File: src/rtl/if_stage.sv
// if_stage: RV32 instruction fetch stage with PC register, imem request and IF/ID register.
// Optional IF_PERF_CNT_EN adds fetch_cnt/flush_cnt performance counters.
module if_stage #(
    parameter logic [31:0] RESET_PC = 32'h0000_0000,
    parameter logic [31:0] NOP_INST = 32'h0000_0013
) (
    input  logic        clk_cpu,
    input  logic        rst_cpu,
    input  logic        stall_if,
    input  logic        flush,
    input  logic        pc_sel,
    input  logic        npc_sel,
    input  logic [31:0] pc_imm_ex,
    input  logic [31:0] res_ex,
    output logic [31:0] imem_addr,
    output logic        imem_req,
    input  logic        imem_ready,
    input  logic [31:0] imem_rdata,
    output logic [31:0] pc_if,
    output logic [31:0] pc_id,
    output logic [31:0] inst_id,
`ifdef IF_PERF_CNT_EN
    output logic [31:0] fetch_cnt,
    output logic [31:0] flush_cnt,
`endif
    output logic        valid_id
);
    logic        redirect;
    logic        fire;
    logic [31:0] target;
    logic [31:0] pc_next;
    always_comb begin
        redirect  = pc_sel | npc_sel;
        target    = npc_sel ? pc_imm_ex : {res_ex[31:1], 1'b0};
        imem_req  = ~rst_cpu & ~stall_if;
        fire      = imem_req & imem_ready;
        imem_addr = pc_if;
        pc_next   = redirect ? target : fire ? pc_if + 32'd4 : pc_if;
    end
    always_ff @(posedge clk_cpu) begin
        pc_if <= rst_cpu ? RESET_PC : pc_next;
    end
    // Flush beats stall so a redirect never leaves a stale instruction in decode.
    always_ff @(posedge clk_cpu) begin
        if (rst_cpu || flush) begin
            pc_id    <= 32'd0;
            inst_id  <= NOP_INST;
            valid_id <= 1'b0;
        end else if (!stall_if) begin
            pc_id    <= fire ? pc_if : pc_id;
            inst_id  <= fire ? imem_rdata : NOP_INST;
            valid_id <= fire;
        end
    end
`ifdef IF_PERF_CNT_EN
    always_ff @(posedge clk_cpu) begin
        if (rst_cpu) begin
            fetch_cnt <= 32'd0;
            flush_cnt <= 32'd0;
        end else begin
            fetch_cnt <= fetch_cnt + {31'd0, fire & ~redirect};
            flush_cnt <= flush_cnt + {31'd0, flush};
        end
    end
`endif
endmodule

File: config.mk
export PLATFORM = sky130hd
export DESIGN_NAME = if_stage
export DESIGN_NICKNAME = d
export VERILOG_FILES = /design/src/rtl/if_stage.sv
export SDC_FILE = /design/constraint.sdc
export NUM_CORES = 1
export LEC_CHECK = 0
export CORE_ASPECT_RATIO = 1.4
export CORE_MARGIN = 1
export CORE_UTILIZATION = 41
export CTS_CLUSTER_DIAMETER = 200
export DETAILED_ROUTE_END_ITERATION = 12
export PLACE_DENSITY_LB_ADDON = 0.05
export SLEW_MARGIN = 5
export SYNTH_ARGS = -nofsm -noshare
export SYNTH_HDL_FRONTEND = slang
export SYNTH_SLANG_ARGS = --single-unit
File: constraint.sdc
create_clock -name clk_cpu -period 2.6 [get_ports clk_cpu]
set_input_delay 0.78 -clock clk_cpu [delete_from_list [all_inputs] [get_ports clk_cpu]]
set_output_delay 0.78 -clock clk_cpu [all_outputs]
set_load 0.03 [all_outputs]
==> summary.md, run 1 <==
The transition time of the tightest slew-check pin came out at 660.3 ps. The average footprint of a synthesized cell was 8.043 µm²; the async set-reset flop share out of synthesis was 0%. After clock tree synthesis, the clock-pin slew on the worst setup and hold paths is 70 ps.

Maximum count of clock buffers along a single path: 2. The logs give 0 for the number of antenna violations at the first check in global routing and 1820 ps for the required time reported for the critical path endpoint. STA puts the critical path data arrival time at 1640 ps. Of the cells placed in the final design, the portion with a size suffix greater than 1 is 9.645%. The upper clock frequency limit was 0.4137 GHz; the gate count of the mapped netlist was 577. The logs give 681 for the total nets after synthesis and 3 for the total number of H-tree levels.

For this configuration, the core starts out at a cell density of 42.49%. Routed wirelength normalized by instance count: 17.41 µm. The most common cell in the synthesized netlist is sky130_fd_sc_hd__dfxtp_1. The max-capacitance violation count is 0, and the leakage power total is 2.527 nW. The number of flops mapped to enable cells by yosys is 0, and the final clock skew is 5.873 ps.

The logs give 5123 for the number of global-route vias before repair and 233 for the count of boundary I/O pins. Number of buffers inserted to repair setup after CTS: 0. In this design, the stage delay of the slowest critical-path cell is 420 ps.

The congestion estimate from routability-driven global placement came to 0.8651. The total iterations of the first detailed-routing run was 5. The worst setup path is captured at an output pin.

Most used flip-flop cell after synthesis: sky130_fd_sc_hd__dfxtp_1. The kind of critical path was input port to output pin. Synthesis inferred 97 register bits. The antenna diode count was 0; the final setup violation count was 0.

The synthesized design spends more area on one cell type than any other, namely sky130_fd_sc_hd__dfxtp_1. In the global route stage, overall resource usage came out at 27.19%. The full die area was 11750 µm²; the final critical-path share of the clock period was 92.97%. The tools report the final core area utilization as 67.09%. The worst-path cell with the longest stage delay is sky130_fd_sc_hd__clkdlybuf4s50_1.

Setup repair after global routing left no endpoint under its margin. Overall power consumption after layout is estimated at 3.624 mW. The via-per-instance ratio works out to 5.566. The final net count came out at 887. The total overflow left after global routing is 0. The residual DRC count is 0. The post-synthesis instance area was 4641 µm²; the final critical delay including setup and external delays was 2417 ps. The run gives 0 as the count of final hold-check violations. The number of clock buffers added by TritonCTS is 9. During synthesis, Yosys emitted a total of 0 warnings.

VDD sags by at most 0.0003561 V. The root buffer cell chosen for the clock tree is sky130_fd_sc_hd__clkbuf_16. The cell seen most often among critical-path stages was sky130_fd_sc_hd__buf_4. After synthesis, the cell types taking the most area are sky130_fd_sc_hd__dfxtp_1 (42%), sky130_fd_sc_hd__a22oi_1 (7.4%), sky130_fd_sc_hd__nand2_1 (7.3%).

In this run the worst hold path is classified as register to register. The tools report the source-to-sink clock delay at the later pin of the worst-skew pair as 340 ps. The layout overhead on the synthesized area came out at 57.91%. In this run the remaining antenna-violating nets after routing total 0.

The number of pins with negative max-slew slack in the final report is 0, and the initial DRC count is 374. The HPWL after detailed placement is 12.05 mm. The number of placement rows is 45.

After synthesis, the netlist uses 57 different library cells. Proportion of synthesized chip area in sequential cells: 41.84%. The logs give 942 for the number of inserted filler cells in the final layout and 55.98% for the relative max-transition margin. By count the netlist is led by sky130_fd_sc_hd__dfxtp_1 (97), sky130_fd_sc_hd__nand2_1 (90), sky130_fd_sc_hd__a21oi_1 (58). The flow ran to the end, and the final reports show no timing, DRC or antenna violations. The signal on the critical path passes through clkdlybuf4s50_1, buf_4, nor2_1, buf_4. The post-cts hold buffer count is 0. The die boundary width works out to 91.92 µm.

For the largest net degree at the start of global routing, the log shows 63. The highest fanout seen on the critical path works out to 3. Summed over its instances, the top area cell type makes up 41.84% of the synthesized netlist area. The quantity of gates resized following cts came out at 0. The startpoint class of the critical path was an input port. During placement, the flow inserted port buffers numbering 231. After detailed routing, the total wire length is 16.17 mm. The core region is 10920 µm².

The logs give 5171 for the total number of vias and 97 for the count of clock tree sinks. TritonCTS built the clock tree. The first global-routing pass estimated 25.40 mm of wire. The power per unit of standard cell area was 494.5 nW/µm²; the vertical extent of the die was 127.9 µm.
layout make-up:
type	instances	area (µm²)	area share, %
clock inverters	6	47.55	0.6488
inverters	5	18.77	0.2561
well taps	141	176.4	2.407
clock buffers	10	239.0	3.261
flip-flops and latches	97	1942	26.50
multi-input cells	394	2242	30.60
repair buffers	276	2663	36.33
metal layers:
metal  wire, µm  GRT usage [%]  vias to the layer above  part of all wire [%]
met5          0              0                        -                     0
met4        331          11.12                        0                   2.0
met3       1211          6.406                       26                   7.5
met2       8427          49.34                      231                    52
met1       6204          30.24                     2453                    38
li1           -              -                     2461                     -
critical path: cells and delay by family:
family / cells / cell delay, ps
buf+inv: 3 / 760
simple gates: 1 / 100
per-stage QoR:
step | hold WS (ps) | cells | instance area (µm²) | setup TNS, ps | worst slack (ps)
floorplan | 583.9 | 577 | 4641 | 0 | 231.4
global placement | 441.9 | 913 | 7042 | -737.5 | -123.4
detailed placement | 446.6 | 913 | 7042 | -1251 | -135.2
CTS | 456.3 | 929 | 7328 | 0 | 170.7
global route | 472.0 | 929 | 7328 | 0 | 50.16
finish | 455.0 | 929 | 7328 | 0 | 182.8
registers in the layout, indices dropped and copies added (netlist names):
register	flops
imem_addr	32
inst_id	32
valid_id	1
pc_id	32
worst paths after layout:
check                                    from       endpoint  slack [ps]  cells past startpoint
worst max-delay path                 stall_if       imem_req         180                      4
worst min-delay path                pc_id[15]      pc_id[15]         450                      2
worst max register to register  imem_addr[19]  imem_addr[25]         370                      5
worst min register to register      pc_id[15]      pc_id[15]         450                      2
cell families (layout without fill, tap and decap cells):
logic type	after synthesis	in the layout	share of synthesized area [%]
AND/OR/NAND/NOR	211	211	21.14
buffers and inverters	86	297	10.08
flip-flops	97	97	41.84
XOR/XNOR	4	4	0.7551
multiplexers	7	7	1.510
AO/OA/AOI/OAI	171	171	24.40
adder cells (fa/ha/maj)	1	1	0.2696
where the power goes:
group	internal, mW	switching [mW]	total (mW)
Sequential	1.52	0.0568	1.58
Clock	0.688	0.610	1.30
Combinational	0.367	0.376	0.744
Total	2.58	1.04	3.62
cell usage in the layout, fill, tap and decap left out, types with 3 or more instances in the layout:
master                              n
sky130_fd_sc_hd__nor2_1            51
sky130_fd_sc_hd__inv_1              5
sky130_fd_sc_hd__and3_1             4
sky130_fd_sc_hd__or4_1              3
sky130_fd_sc_hd__a221o_1            4
sky130_fd_sc_hd__nor4_1             3
sky130_fd_sc_hd__clkdlybuf4s50_1  228
sky130_fd_sc_hd__o21ai_0           18
sky130_fd_sc_hd__a222oi_1           5
sky130_fd_sc_hd__buf_4             44
sky130_fd_sc_hd__and4_1             4
sky130_fd_sc_hd__a22oi_1           46
sky130_fd_sc_hd__nor3_1            13
sky130_fd_sc_hd__nand2_1           90
sky130_fd_sc_hd__o31ai_1            5
sky130_fd_sc_hd__o22ai_1            3
sky130_fd_sc_hd__nand4_1            8
sky130_fd_sc_hd__inv_6              4
sky130_fd_sc_hd__dfxtp_1           97
sky130_fd_sc_hd__clkbuf_16          9
sky130_fd_sc_hd__xnor2_1            3
sky130_fd_sc_hd__or3_1              4
sky130_fd_sc_hd__mux2i_1            7
sky130_fd_sc_hd__a21oi_1           58
sky130_fd_sc_hd__a211oi_1          11
sky130_fd_sc_hd__nand3_1           16
No activity file was read; power rests on OpenSTA's default activity.
==> run 2: changes to the inputs <==
--- a/config.mk
+++ b/config.mk
@@ -5,7 +5,7 @@
 export SDC_FILE = /design/constraint.sdc
 export NUM_CORES = 1
 export LEC_CHECK = 0
-export CORE_ASPECT_RATIO = 1.4
+export CORE_ASPECT_RATIO = 1.75
 export CORE_MARGIN = 1
 export CORE_UTILIZATION = 41
 export CTS_CLUSTER_DIAMETER = 200
==> run 2 against run 1 <==
Effect of this change:
- sequential power barely moved
- maximum frequency fell by 0.31%
- power rose by 1.5%
- routed wire length rose by 1.7%
- largest cell class unchanged
==> summary.md, run 2 (synthesis results as in run 1) <==
The tools report the number of placement rows as 51. The die is 82.43 µm wide. The number of pins with negative max-slew slack in the final report is 0. At the later pin of the worst-skew pair, clock insertion delay measures 340 ps. The number of antenna violations at the first check in global routing was 0.

Port buffering added 231 buffers. The tightest hold path in the finished design has a slack of 455.0 ps. The antenna diode count was 0; the power per unit of standard cell area was 500.4 nW/µm². The run gives 0 as the count of final hold-check violations. Type of destination of the critical path: an output pin. Once the floorplan was initialized, standard cells occupied 41.80% of the core.

The run gives 9.977 ps as the final clock skew. Counting cells, the worst reg-to-reg path comes to 5. The tools report the number of global-route vias before repair as 5047. The upper clock frequency limit is 0.4124 GHz. Using the TritonRoute via totals, the vias-per-cell ratio works out to 5.585. Power comes to 3.677 mW. The tree is rooted in a sky130_fd_sc_hd__clkbuf_16. The share of post-route cells with drive strength above 1 came out at 9.747%.

The logs give 6 for the total iterations of the first detailed-routing run and 0 for the count of antenna-violating nets left after detailed routing. Detailed placement ended at an HPWL of 12.37 mm. In the layout the commonest cells are sky130_fd_sc_hd__clkdlybuf4s50_1 (228), sky130_fd_sc_hd__dfxtp_1 (97), sky130_fd_sc_hd__nand2_1 (90). The global placement routability congestion is 0.8553. Count of clock tree sinks: 97.

TritonCTS built the clock tree. The first global-routing pass estimated 25.34 mm of wire. Data on the critical path is required at its endpoint by 1820 ps. Buffers inserted during clock tree synthesis total 9. Most common cell after layout, fill and taps aside: sky130_fd_sc_hd__clkdlybuf4s50_1.

The flow ran to the end, and the final reports show no timing, DRC or antenna violations. The worst setup slack for register-to-register paths is 280 ps. The worst path in the final design needs a cycle of 2425 ps, including I/O delays and setup. The critical path is of the register to output pin type. The logs give 0 for the max-capacitance violation count and 7348 µm² for the final design area excluding fillers. For the maximum count of clock buffers along a single path, the log shows 2. In the final routed layout, each cell accounts on average for 17.84 µm. The tools report the final wirelength as 16.44 mm. After detailed routing, the number of remaining DRC violations is 0.

The critical path goes through clkdlybuf4s50_1. The largest net degree at the start of global routing was 51; the logic depth of the worst path, buffers included was 1. In this run the worst hold path is classified as register to register. In this run the cell area measured after placement is 7046 µm². The number of buffers and inverters on the critical path was 1. In the finished design, the share of the clock period the worst path needs comes to 93.26%. The worst setup path is launched from a register. The most critical setup path has its endpoint at pc_if[24].

After global routing the overflow that remains totals 0. The worst register-to-register path begins at imem_addr[9]. The final net count came out at 889. The area inside the core boundary is 11100 µm².

The worst supply voltage drop on vdd came out at 0.0003732 V. Setup violations remaining at the end of the flow were counted as 0. The analysis attributes to cell leakage a power of 2.528 nW. Clock-pin slew was measured on the worst setup and hold paths at 70 ps. For this run, the total global-route usage over all layers was measured as 28.27%. The worst-path cell with the longest stage delay was sky130_fd_sc_hd__clkdlybuf4s50_1. Number of buffers inserted to repair setup after CTS: 0. Along the worst path, the maximum fanout reaches 9. The first routing iteration left 262 violations.

For the pin with the worst max-slew slack, the measured transition is 426.6 ps. The floorplan step defined a die boundary enclosing 11770 µm². Measured along the y axis, the die boundary spans 142.7 µm.

The tools report the total number of H-tree levels as 3. The critical path launch point was imem_addr[24]. The final route contains 5149 vias. Counting the fill cells in the layout gives 983.

The delay of the slowest cell on the worst path was 750 ps; the data arrival time at the worst-slack endpoint was 1640 ps. Among cell families on the critical path, the largest total delay comes from buffers and inverters. Buffers inserted to repair hold after CTS numbered 0. Setup repair after global routing left no endpoint under its margin. The endpoint identified for the worst register-to-register timing path is imem_addr[25]. The worst pin sits at a relative slew slack of 71.56%. Compared with the post-synthesis result, the final layout area differs by 58.34%. The count of boundary I/O pins was 233.
-- run 2: worst min-delay path by stage --
stage              start   endpoint  slack [ps]  depth (start not counted)
4_1_cts        pc_id[17]  pc_id[17]         460                          2
3_5_place_dp   pc_id[17]  pc_id[17]         450                          2
6_report        pc_id[5]   pc_id[5]         450                          2
2_1_floorplan  pc_id[12]  pc_id[12]         580                          2
5_1_grt        pc_id[17]  pc_id[17]         470                          2
3_3_place_gp    pc_id[0]   pc_id[0]         440                          2
-- run 2: through the flow --
stage               cells  TNS (ps)  util, %  setup WS [ps]
floorplan             577         0        -          231.4
global placement      906     -1329    63.46         -130.5
detailed placement    906     -1860    63.46         -290.0
CTS                   922         0    66.13          56.07
global route          922         0    66.18          60.41
finish                922         0    66.18          175.3
-- run 2: metal layers --
metal  track usage (%)  vias up  routed length [µm]
met4             12.10        0                 440
met3             6.837       30                1170
met5                 0        -                   0
li1                  -     2466                   -
met2             51.46      241                8858
met1             29.74     2412                5974
-- run 2: timing repair --
action | CTS | global route
endpoints found under the setup margin | 0 | 1
endpoints found under the hold margin | 0 | 0
resized for setup | 0 | 2
-- run 2: layout make-up --
cell class | count | area, µm² | share of cell area (%)
Timing Repair Buffer | 278 | 2678 | 36.44
Multi-Input combinational cell | 394 | 2248 | 30.60
Sequential cell | 97 | 1942 | 26.43
Clock buffer | 11 | 232.7 | 3.167
Tap cell | 132 | 165.2 | 2.248
Clock inverter | 5 | 63.81 | 0.8684
Inverter | 5 | 18.77 | 0.2554
-- run 2: where the power goes --
group | total [mW] | internal, mW | leakage, nW | switching [mW]
Sequential | 1.59 | 1.53 | 0.788 | 0.0612
Combinational | 0.745 | 0.369 | 1.61 | 0.377
Clock | 1.35 | 0.754 | 0.134 | 0.592
Total | 3.68 | 2.65 | 2.53 | 1.03
==> run 3: changes to the inputs <==
--- a/config.mk
+++ b/config.mk
@@ -5,13 +5,14 @@
 export SDC_FILE = /design/constraint.sdc
 export NUM_CORES = 1
 export LEC_CHECK = 0
+export CAP_MARGIN = 20
 export CORE_ASPECT_RATIO = 1.75
 export CORE_MARGIN = 1
 export CORE_UTILIZATION = 41
 export CTS_CLUSTER_DIAMETER = 200
 export DETAILED_ROUTE_END_ITERATION = 12
 export PLACE_DENSITY_LB_ADDON = 0.05
-export SLEW_MARGIN = 5
+export SLEW_MARGIN = 25
 export SYNTH_ARGS = -nofsm -noshare
 export SYNTH_HDL_FRONTEND = slang
 export SYNTH_SLANG_ARGS = --single-unit
==> constraint.sdc (replaced) <==
create_clock -name clk_cpu -period 2.4 [get_ports clk_cpu]
set_input_delay 0.72 -clock clk_cpu [delete_from_list [all_inputs] [get_ports clk_cpu]]
set_output_delay 0.72 -clock clk_cpu [all_outputs]
set_load 0.03 [all_outputs]
==> run 3 against run 2 <==
Effect of this change:
- register-to-register slack gained 20 ps
- count of clock-buffer cells in the layout decreased by 1
- power is 6.2% higher
- setup slack got worse by 130 ps
- final cell count is 1.2% higher
- worst hold slack hardly changed
- critical endpoint unchanged
- largest power group unchanged
==> summary.md, run 3 (synthesis results as in run 1) <==
The flow ran to the end, and the final reports show no timing, DRC or antenna violations. For this configuration, the core starts out at a cell density of 41.80%. Once layout is complete, the cells apart from fillers number 933.

The min-delay analysis places its worst path in the category register to register. The post-route netlist has 10.99% of its cells at a drive strength greater than 1. The max-capacitance violation count came out at 0. Headroom to the max-slew limit came out at 65.38%. The setup total negative slack was 0 ps. The root buffer selected by CTS is sky130_fd_sc_hd__clkbuf_16. The H-tree generated during clock tree synthesis spans 3 levels. The routed wirelength normalized by instance count came out at 17.87 µm.

The clock reaches the later pin of the worst-skew pair after 340 ps. The worst path in the final design needs a cycle of 2350 ps, including I/O delays and setup. The upper clock frequency limit was 0.4255 GHz; the number of antenna violations at the first check in global routing was 0. In this run the vertical extent of the chip is 142.7 µm.

The kind of cell with the highest combined delay along the critical path is buffers and inverters. The layout has 977 filler cells. At the pin with the least slew margin, the transition time is 519.4 ps. The tools report the post-cts hold buffer count as 0. The worst supply voltage drop on vdd is 0.0004925 V, and the count of clock tree sinks is 97. For this design the ratio of total power to cell area is 524.4 nW/µm². The final critical-path share of the clock period is 97.91%, and the number of buffers and inverters on the critical path is 1.

The detail route stage leaves a number of antenna-violating nets equal to 0. In the final layout, flip-flops and latches occupy 1942 µm². The number of setup buffers added after CTS is 0. Setup repair after global routing left no endpoint under its margin.

The tools report the global placement routability congestion as 0.9129. For this run, design rule violations remaining after detail routing come to 0. In this run the most critical hold path is launched from pc_id[30]. The number of input and output port buffers inserted was 231; the maximum count of clock buffers along a single path was 2.

The first routing iteration left 310 violations. The routed design has 16.67 mm of wire. Using the TritonRoute via totals, the vias-per-cell ratio works out to 5.610. For the multi-input logic area, the log shows 2246 µm². TritonCTS built the clock tree. The first detailed-routing pass ran for 5 iterations. The logs give 25.65 mm for the first-pass GRT wire length and 28.97% for the overall track demand over capacity in global routing. The startpoint identified for the worst register-to-register timing path is imem_addr[19]. The most common cell after layout, fill and taps aside is sky130_fd_sc_hd__clkdlybuf4s50_1. In the layout the commonest cells are sky130_fd_sc_hd__clkdlybuf4s50_1 (227), sky130_fd_sc_hd__dfxtp_1 (97), sky130_fd_sc_hd__nand2_1 (90). Cells fill 67.07% of the core in the end. The number of clock buffers added by TritonCTS is 9. The worst-path cell with the longest stage delay was sky130_fd_sc_hd__clkdlybuf4s50_1. Number of global-route vias before repair: 5313.

The count of final hold-check violations is 0, and the worst hold margin is 455.2 ps. For the final clock skew, the log shows 8.880 ps. Leakage power total: 2.603 nW.

The worst setup path is of the register to output pin kind. For the required time reported for the critical path endpoint, the log shows 1680 ps. met2 is the most crowded layer.

The die covers 11770 µm². The logs give 0 for the number of pins with negative max-slew slack in the final report and 916 for the number of cells after detailed placement. STA puts the critical path data arrival time at 1630 ps.

In this run the worst setup path begins at imem_addr[24]. For met2 alone, demand over resource in global routing was 52.98%. The wire-length estimate of the detail-placed layout is 12.55 mm. Traced cell by cell, the critical path runs through clkdlybuf4s50_1. Global routing used 6.134% of the available met3 tracks. In the global route stage, met1 resource usage came out at 29.44%. For the final setup violation count, the log shows 0. The largest net degree at the start of global routing was 51; the die boundary width was 82.43 µm. The delay of the slowest cell on the worst path works out to 750 ps.

The startpoint class of the critical path is a register. In this run the count of I/O pins placed on the die edge is 233. The region available for standard cell placement spans 11100 µm². The highest fanout seen on the critical path was 9; the number of placement rows was 51.

The final net count was 900; the total power was 3.905 mW. Type of destination of the critical path: an output pin. The global-route congestion overflow total was 0; the clock edge transition at the registers on the reported setup and hold paths was 70 ps. The antenna diode count is 0, and the total number of vias is 5234. Compared with the post-synthesis result, the final layout area differs by 60.47%.
-- run 3: cell types whose count changed in the layout (fill, tap and decap cells not counted), sizes merged --
| cell | change |
|---|---|
| bufbuf | +1 |
| buf | +10 |
| inv | +2 |
| dlygate4sd2 | +1 |
| clkinvlp | -2 |
| clkinv | +2 |
| clkdlybuf4s50 | -1 |
| clkbuf | -1 |
| bufinv | -1 |
-- run 3: final cells by class --
cell class / instances / share of cell area (%)
Sequential cell: 97 / 26.08
Multi-Input combinational cell: 394 / 30.16
Clock buffer: 10 / 3.075
Timing Repair Buffer: 289 / 37.55
Tap cell: 132 / 2.218
Clock inverter: 6 / 0.6720
Inverter: 5 / 0.2520
-- run 3: report_power, final --
group | total (mW) | internal, mW | leakage [nW] | switching (mW)
clock network | 1.36 | 0.718 | 0.135 | 0.641
logic | 0.833 | 0.416 | 1.68 | 0.417
registers | 1.71 | 1.65 | 0.788 | 0.0605
-- run 3: worst paths after layout --
check | to | slack (ps) | depth (start not counted)
setup / recovery | pc_if[24] | 50 | 1
setup reg to reg | imem_addr[25] | 300 | 5
hold reg to reg | pc_id[30] | 460 | 2
hold / removal | pc_id[30] | 460 | 2
-- run 3: worst register-to-register path: stages, from the launching register on --
cell and delay (ps):
sky130_fd_sc_hd__dfxtp_1 480, sky130_fd_sc_hd__and4_1 360, sky130_fd_sc_hd__nand4_4 190, sky130_fd_sc_hd__or4_1 560
sky130_fd_sc_hd__a211o_1 320, sky130_fd_sc_hd__a21oi_2 120
-- run 3: metrics by stage --
step	cell area (µm²)	setup WS [ps]
finish	7447	50.06
global route	7447	13.25
CTS	7443	38.68
detailed placement	7121	-296.1
global placement	7121	-265.6
floorplan	4641	129.2
-- run 3: repair_timing --
item,in CTS,in global routing
resized for setup,4,3
setup endpoints to repair,1,4
cloned,1,0
hold endpoints to repair,0,0
pin swaps,1,0
-- run 3: metal layers --
| layer | part of all wire [%] | vias up |
|---|---|---|
| li1 | - | 2485 |
| met1 | 35 | 2421 |
| met2 | 53 | 274 |
| met3 | 6.9 | 54 |
| met4 | 4.3 | 0 |
| met5 | 0 | - |
